===== src/rtl/serial_link_pkg.sv =====
// Shared definitions for the serial shift link: receiver state encoding,
// default word/FIFO geometry and the agreed bit order with the serializer.
package serial_link_pkg;

    typedef enum logic [0:0] {
        IDLE = 1'b0,
        RECV = 1'b1
    } link_state_t;

    localparam int DEFAULT_WIDTH = 4;
    localparam int DEFAULT_DEPTH = 2;

    // The serializer transmits the word MSB first; the receiver shifts left to match.
    localparam bit MSB_FIRST = 1'b1;

endpackage


===== src/rtl/sync_fifo.sv =====
// Show-ahead synchronous FIFO; pointers carry one extra wrap bit so that
// full and empty are distinguishable without a separate occupancy counter.
module sync_fifo #(
    parameter int WIDTH = 4,
    parameter int DEPTH = 2
) (
    input  logic             clock,
    input  logic             reset,
    input  logic             push,
    input  logic [WIDTH-1:0] push_data,
    input  logic             pop,
    output logic [WIDTH-1:0] pop_data,
    output logic             full,
    output logic             empty
);

    localparam int AW = $clog2(DEPTH);
    localparam logic [AW:0] PTR_ONE = {{AW{1'b0}}, 1'b1};

    logic [WIDTH-1:0] mem_r [DEPTH];
    logic [AW:0]      wr_ptr_r;
    logic [AW:0]      rd_ptr_r;
    logic             pop_ok_s;
    logic             push_ok_s;

    // Status decode; a push into a full FIFO only lands when the head leaves in the same cycle.
    always_comb begin
        empty     = (wr_ptr_r == rd_ptr_r);
        full      = (wr_ptr_r[AW-1:0] == rd_ptr_r[AW-1:0]) && (wr_ptr_r[AW] != rd_ptr_r[AW]);
        pop_ok_s  = pop && !empty;
        push_ok_s = push && (!full || pop_ok_s);
        if (empty) begin
            pop_data = {WIDTH{1'b0}};
        end else begin
            pop_data = mem_r[rd_ptr_r[AW-1:0]];
        end
    end

    // Read and write pointer registers.
    always_ff @(posedge clock or posedge reset) begin
        if (reset) begin
            wr_ptr_r <= {(AW+1){1'b0}};
            rd_ptr_r <= {(AW+1){1'b0}};
        end else begin
            if (push_ok_s) begin
                wr_ptr_r <= wr_ptr_r + PTR_ONE;
            end
            if (pop_ok_s) begin
                rd_ptr_r <= rd_ptr_r + PTR_ONE;
            end
        end
    end

    // Storage array, cleared on reset so a stale word can never reappear.
    always_ff @(posedge clock or posedge reset) begin
        if (reset) begin
            for (int i = 0; i < DEPTH; i++) begin
                mem_r[i] <= {WIDTH{1'b0}};
            end
        end else if (push_ok_s) begin
            mem_r[wr_ptr_r[AW-1:0]] <= push_data;
        end
    end

endmodule


===== src/rtl/sipo_deserializer.sv =====
// Serial-to-parallel receiver: assembles MSB-first words on qualified shift
// cycles, queues them in a small FIFO and reports framing errors and overruns.
module sipo_deserializer
    import serial_link_pkg::*;
#(
    parameter int WIDTH = DEFAULT_WIDTH,
    parameter int DEPTH = DEFAULT_DEPTH
) (
    input  logic             clock,
    input  logic             reset,
    input  logic             serial_in,
    input  logic             shift,
    input  logic             frame_start,
    output logic [WIDTH-1:0] data_out,
    output logic             data_valid,
    input  logic             data_ready,
    output logic             overrun,
    output logic             frame_error,
    input  logic             clear_flags,
    output logic             busy
);

    localparam int CW = $clog2(WIDTH + 1);
    localparam logic [CW-1:0] CNT_ZERO = {CW{1'b0}};
    localparam logic [CW-1:0] CNT_ONE  = CW'(1);
    localparam logic [CW-1:0] CNT_LAST = CW'(WIDTH - 1);

    link_state_t      state_r;
    link_state_t      state_s;
    logic [CW-1:0]    count_r;
    logic [CW-1:0]    count_s;
    logic [WIDTH-1:0] shreg_r;
    logic [WIDTH-1:0] shreg_s;
    logic [WIDTH-1:0] shifted_s;
    logic [WIDTH-1:0] start_word_s;
    logic             push_s;
    logic             pop_s;
    logic             fifo_full_s;
    logic             fifo_empty_s;
    logic             frame_err_evt_s;
    logic             overrun_evt_s;
    logic             overrun_r;
    logic             frame_error_r;
    logic             busy_r;

    // The truncating cast keeps the low WIDTH bits, i.e. a left shift taking serial_in as the new LSB.
    always_comb begin
        shifted_s    = WIDTH'({shreg_r, serial_in});
        start_word_s = {{(WIDTH-1){1'b0}}, serial_in};
    end

    // Receiver next-state logic; the completed word is pushed on the same edge its last bit is sampled.
    always_comb begin
        state_s         = state_r;
        count_s         = count_r;
        shreg_s         = shreg_r;
        push_s          = 1'b0;
        frame_err_evt_s = 1'b0;
        case (state_r)
            IDLE: begin
                if (shift && frame_start) begin
                    shreg_s = start_word_s;
                    count_s = CNT_ONE;
                    state_s = RECV;
                end else begin
                    state_s = IDLE;
                end
            end
            RECV: begin
                if (shift && frame_start) begin
                    frame_err_evt_s = 1'b1;
                    shreg_s         = start_word_s;
                    count_s         = CNT_ONE;
                end else if (shift) begin
                    shreg_s = shifted_s;
                    if (count_r == CNT_LAST) begin
                        push_s  = 1'b1;
                        count_s = CNT_ZERO;
                        state_s = IDLE;
                    end else begin
                        count_s = count_r + CNT_ONE;
                    end
                end else begin
                    state_s = RECV;
                end
            end
            default: begin
                state_s = IDLE;
                count_s = CNT_ZERO;
                shreg_s = {WIDTH{1'b0}};
            end
        endcase
    end

    // Handshake decode; a word is lost only when it completes into a full FIFO that is not draining.
    always_comb begin
        data_valid    = !fifo_empty_s;
        pop_s         = data_valid && data_ready;
        overrun_evt_s = push_s && fifo_full_s && !pop_s;
    end

    // Receiver state, bit counter and shift register.
    always_ff @(posedge clock or posedge reset) begin
        if (reset) begin
            state_r <= IDLE;
            count_r <= CNT_ZERO;
            shreg_r <= {WIDTH{1'b0}};
            busy_r  <= 1'b0;
        end else begin
            state_r <= state_s;
            count_r <= count_s;
            shreg_r <= shreg_s;
            busy_r  <= (state_s == RECV);
        end
    end

    // Sticky error flags; a new event outranks a coincident clear.
    always_ff @(posedge clock or posedge reset) begin
        if (reset) begin
            overrun_r     <= 1'b0;
            frame_error_r <= 1'b0;
        end else begin
            if (overrun_evt_s) begin
                overrun_r <= 1'b1;
            end else if (clear_flags) begin
                overrun_r <= 1'b0;
            end
            if (frame_err_evt_s) begin
                frame_error_r <= 1'b1;
            end else if (clear_flags) begin
                frame_error_r <= 1'b0;
            end
        end
    end

    sync_fifo #(
        .WIDTH (WIDTH),
        .DEPTH (DEPTH)
    ) u_fifo (
        .clock     (clock),
        .reset     (reset),
        .push      (push_s),
        .push_data (shifted_s),
        .pop       (pop_s),
        .pop_data  (data_out),
        .full      (fifo_full_s),
        .empty     (fifo_empty_s)
    );

    assign overrun     = overrun_r;
    assign frame_error = frame_error_r;
    assign busy        = busy_r;

endmodule

===== config.mk =====
export PLATFORM = sky130hd
export DESIGN_NAME = sipo_deserializer
export DESIGN_NICKNAME = d
export VERILOG_FILES = /design/src/rtl/serial_link_pkg.sv /design/src/rtl/sync_fifo.sv /design/src/rtl/sipo_deserializer.sv
export SDC_FILE = /design/constraint.sdc
export NUM_CORES = 1
export LEC_CHECK = 0
export CAP_MARGIN = 20
export CORE_MARGIN = 1
export CORE_UTILIZATION = 40
export CTS_BUF_LIST = sky130_fd_sc_hd__clkbuf_16
export CTS_CLUSTER_DIAMETER = 120
export CTS_CLUSTER_SIZE = 14
export DETAILED_ROUTE_END_ITERATION = 8
export GPL_TIMING_DRIVEN = 1
export SLEW_MARGIN = 15
export SYNTH_ARGS = -nofsm -noshare
export SYNTH_HDL_FRONTEND = slang
export SYNTH_HIERARCHICAL = 1
export SYNTH_SLANG_ARGS = --single-unit

===== constraint.sdc =====
create_clock -name clock -period 2.55 [get_ports clock]
set_input_delay 0.51 -clock clock [delete_from_list [all_inputs] [get_ports clock]]
set_output_delay 0.51 -clock clock [all_outputs]
set_load 0.01 [all_outputs]

==> metrics.md <==
| Metric | Value |
|---|---|
| Outcome | `complete, no violations` |
| First-pass GRT wire length | `3140 um` |
| RSZ-0062 raised after global routing | `no` |
| Slew Viols, Final | `0` |
| Yosys top cell area share | `0.507` |
| Distinct cells, synth | `31` |
| Row count | `18` |
| # diodes | `0` |
| Worst min-delay path class | `reg2reg` |
| Initial Util | `0.422` |
| Die Span Y | `between 50 and 60 um` |
| Post-cts hold buffer count | `0` |
| P_leak | `roughly 0.62 nW` |
| Total track usage | `0.164` |
| Full die area | `roughly 2800 um2` |
| CTS tree | `built` |
| Asr flop ratio synth | `1.00` |
| DR WL/cell | `approximately 14 um` |
| Largest net degree at the start of global routing | `13` |
| 1st-pass router iterations | `4` |
| Gate Count Post-Synth | `between 80 and 90` |
| Core Util, Final | `0.537` |
| Via count | `between 700 and 800` |
| Clock transition at path regs | `roughly 0.060 ns` |
| Clk buf depth | `2` |
| Buffers on Ports | `14` |
| Final setup fails | `0` |
| Initial antenna violation count | `0` |
| Peak supply drop | `roughly 0.73 mV` |
| Layout cells sized above 1 | `0.243` |
| GRT overflow | `0` |
| Die Wd | `52.9 um` |
| TritonCTS Sinks | `21` |
| Main synth FF type | `dfrtp_1` |
| Syn-to-layout area delta | `27.2%` |
| Number of CTS-inserted buffers | `3` |
| Clk_skew | `~0.0064 ns` |
| Mapped Nets | `94` |
| Mean cell area of the mapped netlist | `12.0 um2` |
| Worst Path Required | `2.04 ns` |
| Synth Warn # | `6` |
| Synth area leader | `dfrtp_1` |
| Vias/cell | `roughly 5.2` |
| Clock root cell | `clkbuf_16` |
| Area contributors post-synth | `dfrtp_1 51%, mux2_4 7.2%, mux2_2 5.4%` |
| Slew @ Worst Pin | `roughly 0.49 ns` |
| Number of synthesized flops with an enable pin | `0` |
| CTS resizes | `0` |
| Worst rel slew slack | `0.672` |
| Mapped cell area | `1040 um2` |
| Routed Antenna Nets | `0` |
| Cell with the most instances after synthesis | `dfrtp_1` |
| Hold Slack | `around 0.50 ns` |
| Final net count | `116` |
| Register area share after synthesis | `0.507` |
| Post-synth top cells | `21 x dfrtp_1, 7 x nor2_1, 6 x inv_1` |
| Vias in the first global route | `666` |
| Core ar. | `~2500 um2` |
| Initial DRC Count | `7` |
| Crit end category | `output pin` |
| Worst EP arrival | `around 1.9 ns` |
| I/O pins | `15` |
| Maximum capacitance violations | `0` |
| H-Tree Level Count | `1` |
| WL final | `between 1500 and 2000 um` |
| Worst setup path class | `reg2out` |
| Worst-Skew Late Latency | `between 0.2 and 0.3 ns` |
| Final Cycle Share | `0.935` |
| Total DRC errors in the routed layout | `0` |
| F_max | `420 MHz` |
| Period minus WS final | `2.38 ns` |
| Post-CTS setup buffers | `0` |
| Final Hold Fails | `0` |
| Max FO, Critical Path | `5` |
| Pwr Density | `1170 nW/um2` |
| Post-DP HPWL | `approximately 1300 um` |
| GP Congestion | `about 0.76` |
| Register bit total from synthesis | `21` |
| Setup tns final | `0 ns` |
| Crit path launch type | `flop` |
## sequential cells by signal, summed over array words and instances (netlist names)
name / flops
u_fifo/rd_ptr_r: 2
frame_error: 1
shreg_r: 3
count_r: 3
overrun: 1
u_fifo/wr_ptr_r: 2
u_fifo/mem_r: 8
busy: 1
## kinds of logic (layout without fill, tap and decap cells)
family / after synthesis / after routing / synth area share
buffers and inverters: 7 / 28 / 0.0266
multiplexers: 14 / 14 / 0.165
adder cells (fa/ha/maj): 1 / 1 / 0.0121
XOR/XNOR: 3 / 3 / 0.0254
flip-flops: 21 / 21 / 0.507
AND/OR/NAND/NOR: 21 / 21 / 0.106
AO/OA/AOI/OAI: 19 / 19 / 0.157
## layout by cell type (no fill, tap or decap)
master and count:
a31oi_1 1, a221o_1 1, xnor2_1 1, o311a_4 1
clkdlybuf4s50_1 14, o21ai_0 2, nor3b_1 1, a21oi_1 3
o211ai_1 2, a311o_1 1, nand2_2 1, mux2i_1 4
nor2b_1 3, nor3_1 1, nand4b_1 1, clkbuf_16 3
a22o_2 4, nor2_4 1, a21boi_0 1, dfrtp_1 21
o21ai_2 1, ha_1 1, a41o_1 1, buf_4 4
mux2_4 5, nand3_1 1, nand2_1 4, inv_1 7
and2_1 1, mux2_2 5, nor2_1 7, xor2_1 2
a21o_2 1
## cell type report
class | count | area [um2]
Fill cell | 219 | 1140
Tap cell | 30 | 37.5
Multi-Input combinational cell | 58 | 483
Inverter | 6 | 22.5
Timing Repair Buffer | 18 | 170
Clock inverter | 1 | 3.75
Clock buffer | 3 | 75.1
Sequential cell | 21 | 526
## routing by layer
layer | up-vias | GRT usage | part of all wire
li1 | 351 | - | -
met1 | 348 | 0.220 | 0.51
met2 | 14 | 0.243 | 0.44
met3 | 2 | 0.0517 | 0.038
met4 | 0 | 0.0658 | 0.0053
met5 | - | 0 | 0
## report_power, final
| group | switching, mW | internal (mW) |
|---|---|---|
| sequential | 0.104 | 0.449 |
| clock | 0.115 | 0.209 |
| combinational | 0.306 | 0.353 |
| total | 0.525 | 1.01 |
## per-stage QoR
step | power [mW] | setup slack (ns) | std cells | cell area [um2]
finish | 1.54 | 0.167 | 137 | 1320
floorplan | 0.968 | 0.507 | 86 | 1040
global placement | 1.22 | 0.240 | 133 | 1240
global route | 1.65 | 0.0491 | 137 | 1320
CTS | 1.56 | 0.159 | 137 | 1320
detailed placement | 1.21 | 0.146 | 133 | 1240
## worst max-delay path: stages, from the launching register on
cell,delay (ns)
dfrtp_1,0.44
xor2_1,0.27
nor2_1,0.11
buf_4,0.16
nor2_1,0.10
clkdlybuf4s50_1,0.54
## worst paths after layout
kind	startpoint	end	slack [ns]	cells past startpoint
min in group asynchronous	reset	count_r[0]$_DFFE_PP0P_	0.55	2
max reg2reg	u_fifo/rd_ptr_r[1]$_DFFE_PP0P_	u_fifo/mem_r[3]$_DFFE_PP0P_	0.38	8
max	u_fifo/rd_ptr_r[1]$_DFFE_PP0P_	data_out[0]	0.17	5
min reg2reg	u_fifo/mem_r[5]$_DFFE_PP0P_	u_fifo/mem_r[5]$_DFFE_PP0P_	0.50	1
min	u_fifo/mem_r[5]$_DFFE_PP0P_	u_fifo/mem_r[5]$_DFFE_PP0P_	0.50	1
max in group asynchronous	reset	u_fifo/mem_r[3]$_DFFE_PP0P_	1.63	2
Power figures use the tool's default switching activity.
